### src/rtl/im_pkg.sv
// Shared definitions for the instruction-memory loader: FSM state encoding
// and the default geometry of a program load.
package im_pkg;

  typedef enum logic [2:0] {
    IDLE  = 3'd0,
    CLEAR = 3'd1,
    LOAD  = 3'd2,
    WRITE = 3'd3,
    DONE  = 3'd4,
    CHECK = 3'd5
  } state_t;

  localparam int IM_BYTE_W    = 8;
  localparam int IM_ADDR_W    = 4;
  localparam int IM_NUM_INSTR = 16;

endpackage

### src/rtl/im_byte_packer.sv
// Assembles incoming bytes MSB-first into one instruction word and tracks
// which byte of the word is expected next. word_full flags the transfer
// that completes a word.
module im_byte_packer
  import im_pkg::*;
#(
  parameter int BYTE_W          = IM_BYTE_W,
  parameter int BYTES_PER_INSTR = 2,
  parameter int INSTR_W         = BYTE_W * BYTES_PER_INSTR
) (
  input  logic               clk,
  input  logic               rst,
  input  logic               clr,
  input  logic               take,
  input  logic [BYTE_W-1:0]  in_data,
  output logic [INSTR_W-1:0] word,
  output logic               word_full
);

  localparam logic [2:0] LAST_IDX = 3'(BYTES_PER_INSTR - 1);

  logic [2:0]         idx_q, idx_d;
  logic [INSTR_W-1:0] word_q, word_d;

  assign word_full = take && (idx_q == LAST_IDX);
  assign word      = word_q;

  // Shift each accepted byte in at the bottom so the first byte ends up on top.
  always_comb begin
    idx_d  = idx_q;
    word_d = word_q;
    if (clr) begin
      idx_d = 3'd0;
    end else if (take) begin
      word_d = (word_q << BYTE_W) | INSTR_W'(in_data);
      idx_d  = word_full ? 3'd0 : idx_q + 3'd1;
    end
  end

  // Index and assembly register; reset discards any partial word.
  always_ff @(posedge clk) begin
    if (rst) begin
      idx_q  <= 3'd0;
      word_q <= '0;
    end else begin
      idx_q  <= idx_d;
      word_q <= word_d;
    end
  end

endmodule

### src/rtl/im_loader_fsm.sv
// Program loader sitting in front of the instruction counter: takes a byte
// stream over valid/ready, packs it into instruction words, writes each word
// to IM at the counter's address and steps the counter once per write.
// Optional trailing checksum byte is enabled with IM_LOADER_CHECKSUM_EN.
module im_loader_fsm
  import im_pkg::*;
#(
  parameter int BYTE_W          = IM_BYTE_W,
  parameter int BYTES_PER_INSTR = 2,
  parameter int INSTR_W         = BYTE_W * BYTES_PER_INSTR,
  parameter int ADDR_W          = IM_ADDR_W,
  parameter int NUM_INSTR       = IM_NUM_INSTR
) (
  input  logic               clk,
  input  logic               rst,
  input  logic               start,
  input  logic [BYTE_W-1:0]  in_data,
  input  logic               in_valid,
  output logic               in_ready,
  input  logic [ADDR_W-1:0]  cuenta,
  output logic               cnt_rst,
  output logic               cnt_ena,
  output logic               im_we,
  output logic [ADDR_W-1:0]  im_addr,
  output logic [INSTR_W-1:0] im_wdata,
  output logic               busy,
  output logic               done,
  output logic               chk_err
);

  localparam logic [ADDR_W-1:0] LAST_ADDR = ADDR_W'(NUM_INSTR - 1);

  state_t state_q, state_d;
  logic   in_ready_q, in_ready_d;
  logic   cnt_rst_q, cnt_rst_d;
  logic   cnt_ena_q, cnt_ena_d;
  logic   im_we_q, im_we_d;
  logic   busy_q, busy_d;
  logic   done_q, done_d;
  logic   take, word_full;

  // Bytes are only packed in LOAD; the checksum byte in CHECK bypasses the packer.
  assign take = in_valid && in_ready_q && (state_q == LOAD);

  im_byte_packer #(
    .BYTE_W          (BYTE_W),
    .BYTES_PER_INSTR (BYTES_PER_INSTR),
    .INSTR_W         (INSTR_W)
  ) u_packer (
    .clk       (clk),
    .rst       (rst),
    .clr       (state_q == CLEAR),
    .take      (take),
    .in_data   (in_data),
    .word      (im_wdata),
    .word_full (word_full)
  );

  assign im_addr  = cuenta;
  assign in_ready = in_ready_q;
  assign cnt_rst  = cnt_rst_q;
  assign cnt_ena  = cnt_ena_q;
  assign im_we    = im_we_q;
  assign busy     = busy_q;
  assign done     = done_q;

  // Next state, plus output decodes of the next state so strobes are registered.
  always_comb begin
    state_d = state_q;
    case (state_q)
      IDLE:  if (start) state_d = CLEAR;
      CLEAR: state_d = LOAD;
      LOAD:  if (word_full) state_d = WRITE;
      WRITE: begin
        if (cuenta == LAST_ADDR) begin
`ifdef IM_LOADER_CHECKSUM_EN
          state_d = CHECK;
`else
          state_d = DONE;
`endif
        end else begin
          state_d = LOAD;
        end
      end
`ifdef IM_LOADER_CHECKSUM_EN
      CHECK: if (in_valid && in_ready_q) state_d = DONE;
`endif
      DONE:  if (start) state_d = CLEAR;
      default: state_d = IDLE;
    endcase

`ifdef IM_LOADER_CHECKSUM_EN
    in_ready_d = (state_d == LOAD) || (state_d == CHECK);
    busy_d     = (state_d == CLEAR) || (state_d == LOAD) ||
                 (state_d == WRITE) || (state_d == CHECK);
`else
    in_ready_d = (state_d == LOAD);
    busy_d     = (state_d == CLEAR) || (state_d == LOAD) || (state_d == WRITE);
`endif
    cnt_rst_d = (state_d == CLEAR);
    cnt_ena_d = (state_d == WRITE);
    im_we_d   = (state_d == WRITE);
    done_d    = (state_d == DONE);
  end

  // FSM state and registered outputs.
  always_ff @(posedge clk) begin
    if (rst) begin
      state_q    <= IDLE;
      in_ready_q <= 1'b0;
      cnt_rst_q  <= 1'b0;
      cnt_ena_q  <= 1'b0;
      im_we_q    <= 1'b0;
      busy_q     <= 1'b0;
      done_q     <= 1'b0;
    end else begin
      state_q    <= state_d;
      in_ready_q <= in_ready_d;
      cnt_rst_q  <= cnt_rst_d;
      cnt_ena_q  <= cnt_ena_d;
      im_we_q    <= im_we_d;
      busy_q     <= busy_d;
      done_q     <= done_d;
    end
  end

`ifdef IM_LOADER_CHECKSUM_EN
  logic [BYTE_W-1:0] xor_q, xor_d;
  logic              chk_err_q, chk_err_d;

  assign chk_err = chk_err_q;

  // Running XOR of payload bytes; the byte taken in CHECK is compared against it.
  always_comb begin
    xor_d     = xor_q;
    chk_err_d = chk_err_q;
    if (state_d == CLEAR) begin
      xor_d     = '0;
      chk_err_d = 1'b0;
    end else if (take) begin
      xor_d = xor_q ^ in_data;
    end else if (state_q == CHECK && in_valid && in_ready_q) begin
      chk_err_d = (in_data != xor_q);
    end
  end

  // Checksum accumulator and sticky error flag.
  always_ff @(posedge clk) begin
    if (rst) begin
      xor_q     <= '0;
      chk_err_q <= 1'b0;
    end else begin
      xor_q     <= xor_d;
      chk_err_q <= chk_err_d;
    end
  end
`else
  assign chk_err = 1'b0;
`endif

endmodule

### config.mk
export PLATFORM = sky130hd
export DESIGN_NAME = im_loader_fsm
export DESIGN_NICKNAME = d
export VERILOG_FILES = /design/src/rtl/im_pkg.sv /design/src/rtl/im_byte_packer.sv /design/src/rtl/im_loader_fsm.sv
export SDC_FILE = /design/constraint.sdc
export NUM_CORES = 1
export LEC_CHECK = 0
export CELL_PAD_IN_SITES_DETAIL_PLACEMENT = 0
export CELL_PAD_IN_SITES_GLOBAL_PLACEMENT = 2
export CORE_MARGIN = 8
export CORE_UTILIZATION = 27
export DETAILED_ROUTE_END_ITERATION = 10
export PLACE_DENSITY = 0.9
export SYNTH_ARGS = -nofsm -noshare
export SYNTH_HDL_FRONTEND = slang
export SYNTH_SLANG_ARGS = --single-unit
### constraint.sdc
create_clock -name clk -period 1.8 [get_ports clk]
set_input_delay 0.27 -clock clk [delete_from_list [all_inputs] [get_ports clk]]
set_output_delay 0.27 -clock clk [all_outputs]
set_load 0.005 [all_outputs]
==> reports/qor.txt, run 1 <==
====================================================================================
Result of the run ..................................................... finished clean
Maximum vdd drop ......................................................       322 µV
Die span in x .........................................................      81.8 µm
Mean routed wirelength per cell .......................................      15.0 µm
Slowest stage cell, crit path ......................................... clkdlybuf4s50_1
Number of standard cells after synthesis ..............................          124
Number of detailed-routing iterations run before antenna repair .......            4
Resized cells post-CTS ................................................            0
Final clock period utilization by the worst path ......................        88.0%
Vias in the first global route ........................................         1061
Std cell rows .........................................................           24
Depth of the CTS H-tree ...............................................            1
Critical path buffers and inverters ...................................            2
Count of port buffers added during placement ..........................           41
Clk_skew ..............................................................      1.56 ps
Clock Pin Slew Worst Setup and Hold Paths .............................        90 ps
Initial antenna violation count .......................................            0
Req. time, crit path ..................................................      1530 ps
Kind of critical path ................................................. input pin to output port
Die Area ..............................................................     6690 µm²
Series of cell instances along the critical path ...................... clkdlybuf4s50_1 -> clkdlybuf4s50_1
Wire length of the first global-routing pass ..........................      5.09 mm
Total length of routed wires ..........................................      3.19 mm
GRT Overall Usage .....................................................        9.62%
Highest fanout seen on the critical path ..............................            4
Share of Yosys cell area claimed by the top area cell type ............        46.3%
Highest Clock Rate ....................................................    0.631 GHz
Cell types with the highest counts after synthesis .................... dfxtp_1 (27), a21oi_1 (16), o21ai_0 (11), nand3_1 (9)
Half-perimeter wire length after detailed placement ...................      2.47 mm
Final min period ......................................................      1580 ps
DRC violation total after the first TritonRoute iteration .............           88
Signal arrival time at the worst endpoint .............................      1310 ps
Number of clock buffers inserted by TritonCTS .........................            3
Post-Syn Area per Cell ................................................     9.42 µm²
Total count of hold-check failures in the final report ................            0
Total negative setup slack ............................................         0 ps
Cells taking the most area after synthesis ............................ dfxtp_1 (46%), a21oi_1 (6.9%), o211a_1 (6.0%), a31o_2 (5.2%), o21ai_0 (4.7%)
Share of final-layout standard cells stronger than drive strength 1 ...        13.7%
Final setup viols .....................................................            0
Number of design rule violations left after detail routing ............            0
Via Count .............................................................         1062
Max_cap viols .........................................................            0
Initial core utilization ..............................................        27.4%
Startpoint class of the critical path .................................    input pin
Synth warn ............................................................            0
Power per Cell Area ...................................................   648 nW/µm²
Setup repair after global routing missed its margin ...................           no
Cell family with the largest share of critical-path delay ............. buffers and inverters
Number of nets still failing antenna checks after routing .............            0
Largest net degree at the start of global routing .....................           18
TritonCTS clock tree ..................................................          yes
Part of the Yosys area used for sequential elements ...................        46.3%
Number of pins with negative max-slew slack in the final report .......            0
Hold_buf cts ..........................................................            0
Post-synthesis cell type count ........................................           33
Stage delay of the slowest cell on the critical path ..................       520 ps
Final RePlAce weighted congestion .....................................        0.749
Number of enable-type register cells in the synthesized netlist .......            0
Number of buffers on the longest clock path ...........................            2
CTS sink count ........................................................           27
Placeable Area ........................................................     4260 µm²
Worst path most repeated cell ......................................... clkdlybuf4s50_1
Count of state elements after synthesis ...............................           27
Number of diodes ......................................................            0
Total setup buffers inserted after CTS ................................            0
Ports .................................................................           43
Relative area change from synthesis to final layout ...................        41.9%
HP Start .............................................................. u_packer.word[15]$_SDFFE_PP0P_
Vertical extent of the die ............................................      81.8 µm
Worst reg2reg startpoint .............................................. state_q[1]$_SDFF_PP0_
Predominant post-synthesis flop cell ..................................      dfxtp_1
Congestion Overflow GR ................................................            0
Cell taking the most area after synthesis .............................      dfxtp_1
Worst hold-check path type ............................................ flop to flop
Worst Hold Slack ......................................................       486 ps
Critical path capture point type ......................................  output port
Buffer type at the clock tree root ....................................     clkbuf_8
Final net count .......................................................          180
Clock insertion delay at the later pin of the skew report .............       270 ps
Most repeated cell in the gate-level netlist after synthesis ..........      dfxtp_1
Crit path from ........................................................    cuenta[2]
Total nets after synthesis ............................................          142
Static leakage power ..................................................  0.000641 µW
Syn Std Cell Area .....................................................     1170 µm²
Proportion of synthesized flip-flops having asynchronous set or reset .           0%
Via density per instance ..............................................         4.99
====================================================================================
## placed cells by master (no fill, tap or decap), drive strengths merged, types with 2 or more instances in the layout
cell type,instances
clkdlybuf4s50,41
dfxtp,27
a21oi,16
o21ai,11
nand3,9
o211a,7
a31o,7
buf,6
nor2,5
inv,4
nand2b,3
clkbuf,3
ha,2
clkinv,2
## stage by stage
stage	setup WS [ps]	instances	area [µm²]	power, µW	utilization, %
floorplan	547	124	1170	682	-
global placement	164	209	1610	752	37.8
detailed placement	99.2	209	1610	755	37.8
CTS	205	213	1660	1090	38.9
global route	193	213	1660	1120	38.9
finish	216	213	1660	1070	38.9
## per-layer routing
metal	vias to the layer above	GRT usage, %	wire length [µm]
li1	523	-	-
met1	501	11.2	1360
met3	4	2.19	195
met2	34	16.0	1570
met5	-	0	0
met4	0	5.26	61
## layout make-up
cell class | instances | area (µm²)
clock buffer | 3 | 41.3
multi-input combinational | 78 | 532
tap | 52 | 65.1
fill | 421 | 2610
timing repair buffer | 47 | 455
clock inverter | 1 | 5.00
sequential | 27 | 541
inverter | 5 | 18.8
## worst paths after layout
path,endpoint,slack [ps],depth (start not counted)
worst max register to register,u_packer.word[7]$_SDFFE_PP0P_,420,4
worst max-delay path,im_addr[2],220,2
worst min-delay path,u_packer.word[15]$_SDFFE_PP0P_,490,2
worst min register to register,u_packer.word[15]$_SDFFE_PP0P_,490,2
## power by group
part           internal, µW  switching [µW]
Sequential              607            8.93
Clock                   155             180
Combinational          69.8            53.9
Total                   832             243
## state kept, by name, summed over array words and instances, names as in the netlist
signal / count
in_ready: 1
busy: 1
cnt_rst: 1
im_we: 1
u_packer.idx_q: 3
done: 1
u_packer.word: 16
state_q: 3
## kinds of logic (layout without fill, tap and decap cells)
group | after synthesis | in the layout | synth area share [%]
AO/OA/AOI/OAI | 47 | 47 | 27.8
adder cells (fa/ha/maj) | 2 | 2 | 2.14
buffers and inverters | 19 | 56 | 8.24
flip-flops | 27 | 27 | 46.3
other | 1 | 1 | 0.321
AND/OR/NAND/NOR | 28 | 28 | 15.2
Power figures use the tool's default switching activity.
==> run 2: changes to the inputs <==
- PLACE_DENSITY: 0.9 -> 0.94
- SLEW_MARGIN: not set -> 20
==> run 2 against run 1 <==
Via count fell by 1.1%. Count of clock-buffer cells in the layout rose by 1. Critical path depth unchanged. Critical endpoint unchanged. First-iteration DRC count shrank 22%. Utilization about the same. Global-route usage grew 0.084 points. Maximum frequency is 0.53% lower.
==> reports/qor.txt, run 2 (synthesis gave the netlist of run 1 again) <==
==================================================================================
Endpoint with the worst hold slack .................................. u_packer.word[10]$_SDFFE_PP0P_
Series of cell instances along the critical path .................... clkdlybuf4s50_1 -> clkdlybuf4s50_1
GRT Overall Usage ...................................................        9.70%   +0.084 points
Static leakage power ................................................  0.000638 µW   -0.33%
Kind of critical path ............................................... input pin to output port
Number of detailed-routing iterations run before antenna repair .....            4   unchanged
Congestion Overflow GR ..............................................            0   unchanged
Fraction of power spent switching nets ..............................        22.4%   -0.15 points
Number of cells on the worst reg-to-reg path ........................            5   +1
CTS sink count ......................................................           27   unchanged
Number of nets still failing antenna checks after routing ...........            0   unchanged
Number of flip-flops in the largest register ........................           16   unchanged
Relative area change from synthesis to final layout .................        41.8%   about the same
Final net count .....................................................          180   unchanged
Req. time, crit path ................................................      1530 ps   about the same
Clk_skew ............................................................      2.38 ps   +0.822 ps
Power per Cell Area .................................................   651 nW/µm²   +0.41%
Setup repair after global routing missed its margin .................           no
Number of diodes ....................................................            0   unchanged
Number of pins with negative max-slew slack in the final report .....            0   unchanged
Via density per instance ............................................         4.93   -1.1%
Startpoint class of the critical path ...............................    input pin
Number of buffers on the longest clock path .........................            2   unchanged
Buffer type at the clock tree root ..................................     clkbuf_8
Commonest cells after routing, fill and taps aside .................. clkdlybuf4s50_1 (41), dfxtp_1 (27), a21oi_1 (16), o21ai_0 (11), nand3_1 (9)
Slowest stage cell, crit path ....................................... clkdlybuf4s50_1
Worst setup slack after placement ...................................       146 ps   +46.4 ps
Number of clock buffers inserted by TritonCTS .......................            3   unchanged
Resized cells post-CTS ..............................................            0   unchanged
Result of the run ................................................... finished clean
Highest fanout seen on the critical path ............................            4   unchanged
Stage delay of the slowest cell on the critical path ................       530 ps   about the same
Initial core utilization ............................................        27.4%   unchanged
Die Area ............................................................     6690 µm²   unchanged
Largest net degree at the start of global routing ...................           21   +3
Worst reg2reg startpoint ............................................ u_packer.idx_q[1]$_SDFFE_PP0P_
NetSw ...............................................................       242 µW   -0.34%
Number of design rule violations left after detail routing ..........            0   unchanged
Final setup viols ...................................................            0   unchanged
Power share of the clock group ......................................        31.1%   about the same
Reg2reg setup slack .................................................       410 ps   about the same
Share of final-layout standard cells stronger than drive strength 1 .        13.0%   -0.62 points
Mean routed wirelength per cell .....................................      14.9 µm   -0.50%
Worst path most repeated cell ....................................... clkdlybuf4s50_1
Critical path buffers and inverters .................................            2   unchanged
Half-perimeter wire length after detailed placement .................      2.40 mm   -2.6%
Worst hold-check path type .......................................... flop to flop
Final RePlAce weighted congestion ...................................        0.799   +6.7%
Final min period ....................................................      1590 ps   +8.44 ps
Total negative setup slack ..........................................         0 ps   unchanged
Total length of routed wires ........................................      3.17 mm   -0.50%
Via Count ...........................................................         1050   -1.1%
Depth of the CTS H-tree .............................................            1   unchanged
Total setup buffers inserted after CTS ..............................            0   unchanged
Worst setup margin ..................................................       208 ps   -8.44 ps
Std cell rows .......................................................           24   unchanged
Crit. path cell count ...............................................            2   unchanged
Vias in the first global route ......................................         1078   +1.6%
R2r endpoint ........................................................ u_packer.idx_q[0]$_SDFFE_PP0P_
Placeable Area ......................................................     4260 µm²   unchanged
Cell-internal power .................................................       836 µW   +0.53%
Initial antenna violation count .....................................            0   unchanged
Number of stages on the worst hold path .............................            2   unchanged
Vertical extent of the die ..........................................      81.8 µm   unchanged
DRC violation total after the first TritonRoute iteration ...........           69   -22%
Most common library cell in the layout ignoring fill and taps ....... clkdlybuf4s50_1
Seq pwr share .......................................................        57.2%   about the same
Highest Clock Rate ..................................................    0.628 GHz   -0.53%
HP Start ............................................................ u_packer.word[10]$_SDFFE_PP0P_
Wire length of the first global-routing pass ........................      5.17 mm   +1.6%
Critical path capture point type ....................................  output port
Final clock period utilization by the worst path ....................        88.5%   +0.47 points
TritonCTS clock tree ................................................          yes
Clock Pin Slew Worst Setup and Hold Paths ...........................        90 ps   about the same
Total count of hold-check failures in the final report ..............            0   unchanged
Max_cap viols .......................................................            0   unchanged
Cell family with the largest share of critical-path delay ........... buffers and inverters
Clock insertion delay at the later pin of the skew report ...........       260 ps   about the same
Signal arrival time at the worst endpoint ...........................      1320 ps   about the same
Die span in x .......................................................      81.8 µm   unchanged
Ports ...............................................................           43   unchanged
Hold_buf cts ........................................................            0   unchanged
Maximum vdd drop ....................................................       282 µV   -12%
Count of port buffers added during placement ........................           41   unchanged
Comb pwr share ......................................................        11.7%   +0.2 points
==================================================================================
run 2: cell count changes in the layout (fill, tap and decap cells not counted), sizes merged:
cell / previous run / this run
clkbuf: 3 / 4
clkinv: 2 / 1
run 2: through the flow:
step | hold slack, ps | std cells | total power, µW | area (µm²) | utilization (%)
finish | 483 | 213 | 1080 | 1660 | 38.8
global route | 515 | 213 | 1130 | 1660 | 38.8
CTS | 486 | 213 | 1090 | 1660 | 38.8
floorplan | 339 | 124 | 682 | 1170 | -
detailed placement | 473 | 209 | 756 | 1610 | 37.8
global placement | 464 | 209 | 754 | 1610 | 37.8
run 2: worst max-delay path by stage:
| stage | to | startpoint |
|---|---|---|
| floorplan | u_packer.idx_q[0]$_SDFFE_PP0P_ | u_packer.idx_q[1]$_SDFFE_PP0P_ |
| global placement | in_ready$_SDFF_PP0_ | rst |
| detailed placement | in_ready$_SDFF_PP0_ | rst |
| CTS | im_addr[2] | cuenta[2] |
| global route | im_addr[2] | cuenta[2] |
| finish | im_addr[2] | cuenta[2] |
run 2: power by group through the flow:
| stage | Sequential (µW) | Combinational (µW) | Clock, µW |
|---|---|---|---|
| floorplan | 628 | 53.8 | 0 |
| global placement | 629 | 125 | 0 |
| detailed placement | 630 | 126 | 0 |
| CTS | 616 | 127 | 346 |
| global route | 617 | 136 | 372 |
| finish | 616 | 126 | 336 |
run 2: per-layer routing:
| metal | up-vias | global-route usage (%) | part of all wire [%] |
|---|---|---|---|
| li1 | 521 | - | - |
| met1 | 501 | 11.6 | 46 |
| met2 | 26 | 16.7 | 50 |
| met3 | 2 | 1.53 | 3.2 |
| met4 | 0 | 4.21 | 1.3 |
| met5 | - | 0 | 0 |
run 2: layout make-up:
class / instances / area, µm²
Multi-Input combinational cell: 78 / 532
Tap cell: 52 / 65.1
Fill cell: 430 / 2610
Clock buffer: 4 / 45.0
Sequential cell: 27 / 541
Inverter: 5 / 18.8
Timing Repair Buffer: 47 / 455
==> run 3: changes to the inputs <==
- CORE_UTILIZATION: 27 -> 22
- PLACE_DENSITY: 0.94 -> 0.83
- clock period: 1.8 -> 1.35 ns (I/O delays scaled with it)
==> run 3 against run 2 <==
Critical path depth is 2 higher. Global-route usage is 0.26 points lower. Wire length is 15% higher. Sequential cell count stayed put. Sequential share of layout area is 3.2 points lower. Count of clock-buffer cells in the layout is 1 lower. Non-clock buffer count is 16 higher. Via count is 7.0% higher. Utilization is 1.3 points lower. Power is 38% higher. Clock power is 39% higher. Die area is 18% higher. Critical endpoint is now u_packer.idx_q[0]$_SDFFE_PP0P_. Largest power group unchanged.
==> reports/qor.txt, run 3 (synthesis gave the netlist of run 1 again) <==
==================================================================================
Result of the run ................................................... finished clean
Number of flip-flops in the largest register ........................           16   unchanged
Power per Cell Area .................................................   776 nW/µm²   +19%
Slowest stage cell, crit path .......................................        or4_4
Finished Core Util ..................................................        37.5%   -1.3 points
Final setup viols ...................................................            0   unchanged
GRT Overall Usage ...................................................        9.44%   -0.26 points
Number of design rule violations left after detail routing ..........            0   unchanged
Final clock period utilization by the worst path ....................        98.2%
Setup repair after global routing missed its margin .................          yes
Placeable Area ......................................................     5110 µm²   +20%
Area taken by flip-flops and latches ................................      564 µm²   +4.4%
Commonest cells after routing, fill and taps aside .................. clkdlybuf4s50_1 (21), buf_4 (19), dfxtp_2 (16), a21oi_1 (15), dlymetal6s2s_1 (13)
Hold_buf cts ........................................................            0   unchanged
Number of stages on the worst hold path .............................            3   +1
Stage delay of the slowest cell on the critical path ................       420 ps   -110 ps
Clock insertion delay at the later pin of the skew report ...........       270 ps   about the same
Worst setup slack after placement ...................................      -212 ps   -358 ps
Req. time, crit path ................................................      1560 ps   +30 ps
Signal arrival time at the worst endpoint ...........................      1530 ps   +210 ps
Cell family with the largest share of critical-path delay ........... simple AND/OR/NAND/NOR gates
CTS sink count ......................................................           27   unchanged
Number of buffers on the longest clock path .........................            2   unchanged
Maximum vdd drop ....................................................       306 µV   +8.3%
Final net count .....................................................          196   +8.9%
Depth of the CTS H-tree .............................................            1   unchanged
Die Area ............................................................     7900 µm²   +18%
Worst Hold Slack ....................................................       479 ps   -4.28 ps
TritonCTS clock tree ................................................          yes
Via Count ...........................................................         1123   +7.0%
Series of cell instances along the critical path .................... ha_2 -> nor2b_4 -> or4_4 -> a21oi_2
Vertical extent of the die ..........................................      88.9 µm   +8.7%
Number of diodes ....................................................            0   unchanged
Wire length of the first global-routing pass ........................      5.78 mm   +12%
Initial antenna violation count .....................................            0   unchanged
Congestion Overflow GR ..............................................            0   unchanged
DRC violation total after the first TritonRoute iteration ...........           70   +1.4%
Relative area change from synthesis to final layout .................        64.0%
Number of clock buffers inserted by TritonCTS .......................            3   unchanged
Number of cells on the worst reg-to-reg path ........................            4   -1
Vias in the first global route ......................................         1188   +10%
Ports ...............................................................           43   unchanged
Crit. path cell count ...............................................            4   +2
Final RePlAce weighted congestion ...................................        0.858   +7.4%
Highest fanout seen on the critical path ............................            4   unchanged
Std cell rows .......................................................           26   +8.3%
Number of detailed-routing iterations run before antenna repair .....            4   unchanged
Worst setup margin ..................................................      23.7 ps   -184 ps
Mean routed wirelength per cell .....................................      14.7 µm   -0.95%
Number of nets still failing antenna checks after routing ...........            0   unchanged
Critical path capture point type ....................................         flop
Half-perimeter wire length after detailed placement .................      2.74 mm   +14%
Share of final-layout standard cells stronger than drive strength 1 .        34.5%   +21 points
Highest Clock Rate ..................................................    0.754 GHz
Multi-input logic area ..............................................      569 µm²   +7.1%
Total count of hold-check failures in the final report ..............            0   unchanged
Static leakage power ................................................  0.000998 µW   +56%
Max_cap viols .......................................................            0   unchanged
Most common library cell in the layout ignoring fill and taps ....... clkdlybuf4s50_1
Total length of routed wires ........................................      3.64 mm   +15%
Number of pins with negative max-slew slack in the final report .....            0   unchanged
Critical path buffers and inverters .................................            0   -2
Buffer type at the clock tree root ..................................     clkbuf_8
Kind of critical path ............................................... flop to flop
Count of port buffers added during placement ........................           41   unchanged
Via density per instance ............................................         4.55   -7.8%
Startpoint class of the critical path ...............................         flop
Largest net degree at the start of global routing ...................           18   -14%
Clk_skew ............................................................      5.66 ps   +3.28 ps
Final min period ....................................................      1330 ps
Filler instances ....................................................          539   +25%
Die span in x .......................................................      88.9 µm   +8.7%
Clock Pin Slew Worst Setup and Hold Paths ...........................       100 ps   about the same
Worst hold-check path type .......................................... input pin to flop
Initial core utilization ............................................        22.9%   -4.5 points
==================================================================================
==> run 3: cell types whose count changed in the layout (fill, tap and decap cells not counted), sizes merged <==
| cell | before | now |
|---|---|---|
| clkdlybuf4s50 | 41 | 21 |
| clkinvlp | 0 | 1 |
| buf | 6 | 22 |
| dlymetal6s2s | 0 | 13 |
| clkbuf | 4 | 3 |
| dlygate4sd2 | 0 | 7 |
==> run 3: power breakdown <==
part / switching [µW] / internal (µW)
Sequential: 9.95 / 810
Combinational: 85.8 / 113
Clock: 259 / 210
==> run 3: path summary, 6_finish.rpt <==
check                                 startpoint                        endpoint  slack [ps]
setup / recovery  u_packer.idx_q[0]$_SDFFE_PP0P_  u_packer.idx_q[0]$_SDFFE_PP0P_          20
setup reg to reg  u_packer.idx_q[0]$_SDFFE_PP0P_  u_packer.idx_q[0]$_SDFFE_PP0P_          20
hold / removal                        in_data[0]   u_packer.word[0]$_SDFFE_PP0P_         480
hold reg to reg   u_packer.word[15]$_SDFFE_PP0P_  u_packer.word[15]$_SDFFE_PP0P_         480
==> run 3: worst register-to-register path, cell delays in order, from the launching register on <==
cell and delay (ps):
dfxtp_1 350, ha_2 200, nor2b_4 140, or4_4 420, a21oi_2 160
==> run 3: per-stage QoR <==
| stage | power [µW] | instances | area (µm²) | setup TNS [ps] |
|---|---|---|---|---|
| 2_1_floorplan | 910 | 124 | 1170 | 0 |
| 3_3_place_gp | 1030 | 238 | 1740 | -2470 |
| 3_5_place_dp | 1040 | 238 | 1740 | -3090 |
| 4_1_cts | 1490 | 245 | 1830 | -45.3 |
| 5_1_grt | 1560 | 247 | 1920 | -11.7 |
| 6_report | 1490 | 247 | 1920 | 0 |
==> run 3: layer usage <==
metal / share of wire [%] / track usage (%) / routed length, µm / vias to the layer above
met3: 4.1 / 2.32 / 150 / 5
met5: 0 / 0 / 0 / -
li1: - / - / - / 555
met4: 2.0 / 5.22 / 73 / 0
met2: 54 / 16.3 / 1960 / 19
met1: 40 / 10.3 / 1460 / 544
==> run 3: area by class of cell <==
class	instances	share of cell area, %
clock buffers	3	2.15
clock inverters	1	0.392
flip-flops and latches	27	29.4
multi-input cells	78	29.7
well taps	70	4.57
repair buffers	63	32.8
inverters	5	0.979
==> run 3: what timing repair did <==
action / 4_1_cts / 5_1_grt
gates resized for setup: 21 / 26
buffers inserted: 3 / 2
setup endpoints to repair: 16 / 27
pin swaps: 0 / 1
endpoints found under the hold margin: 0 / 0
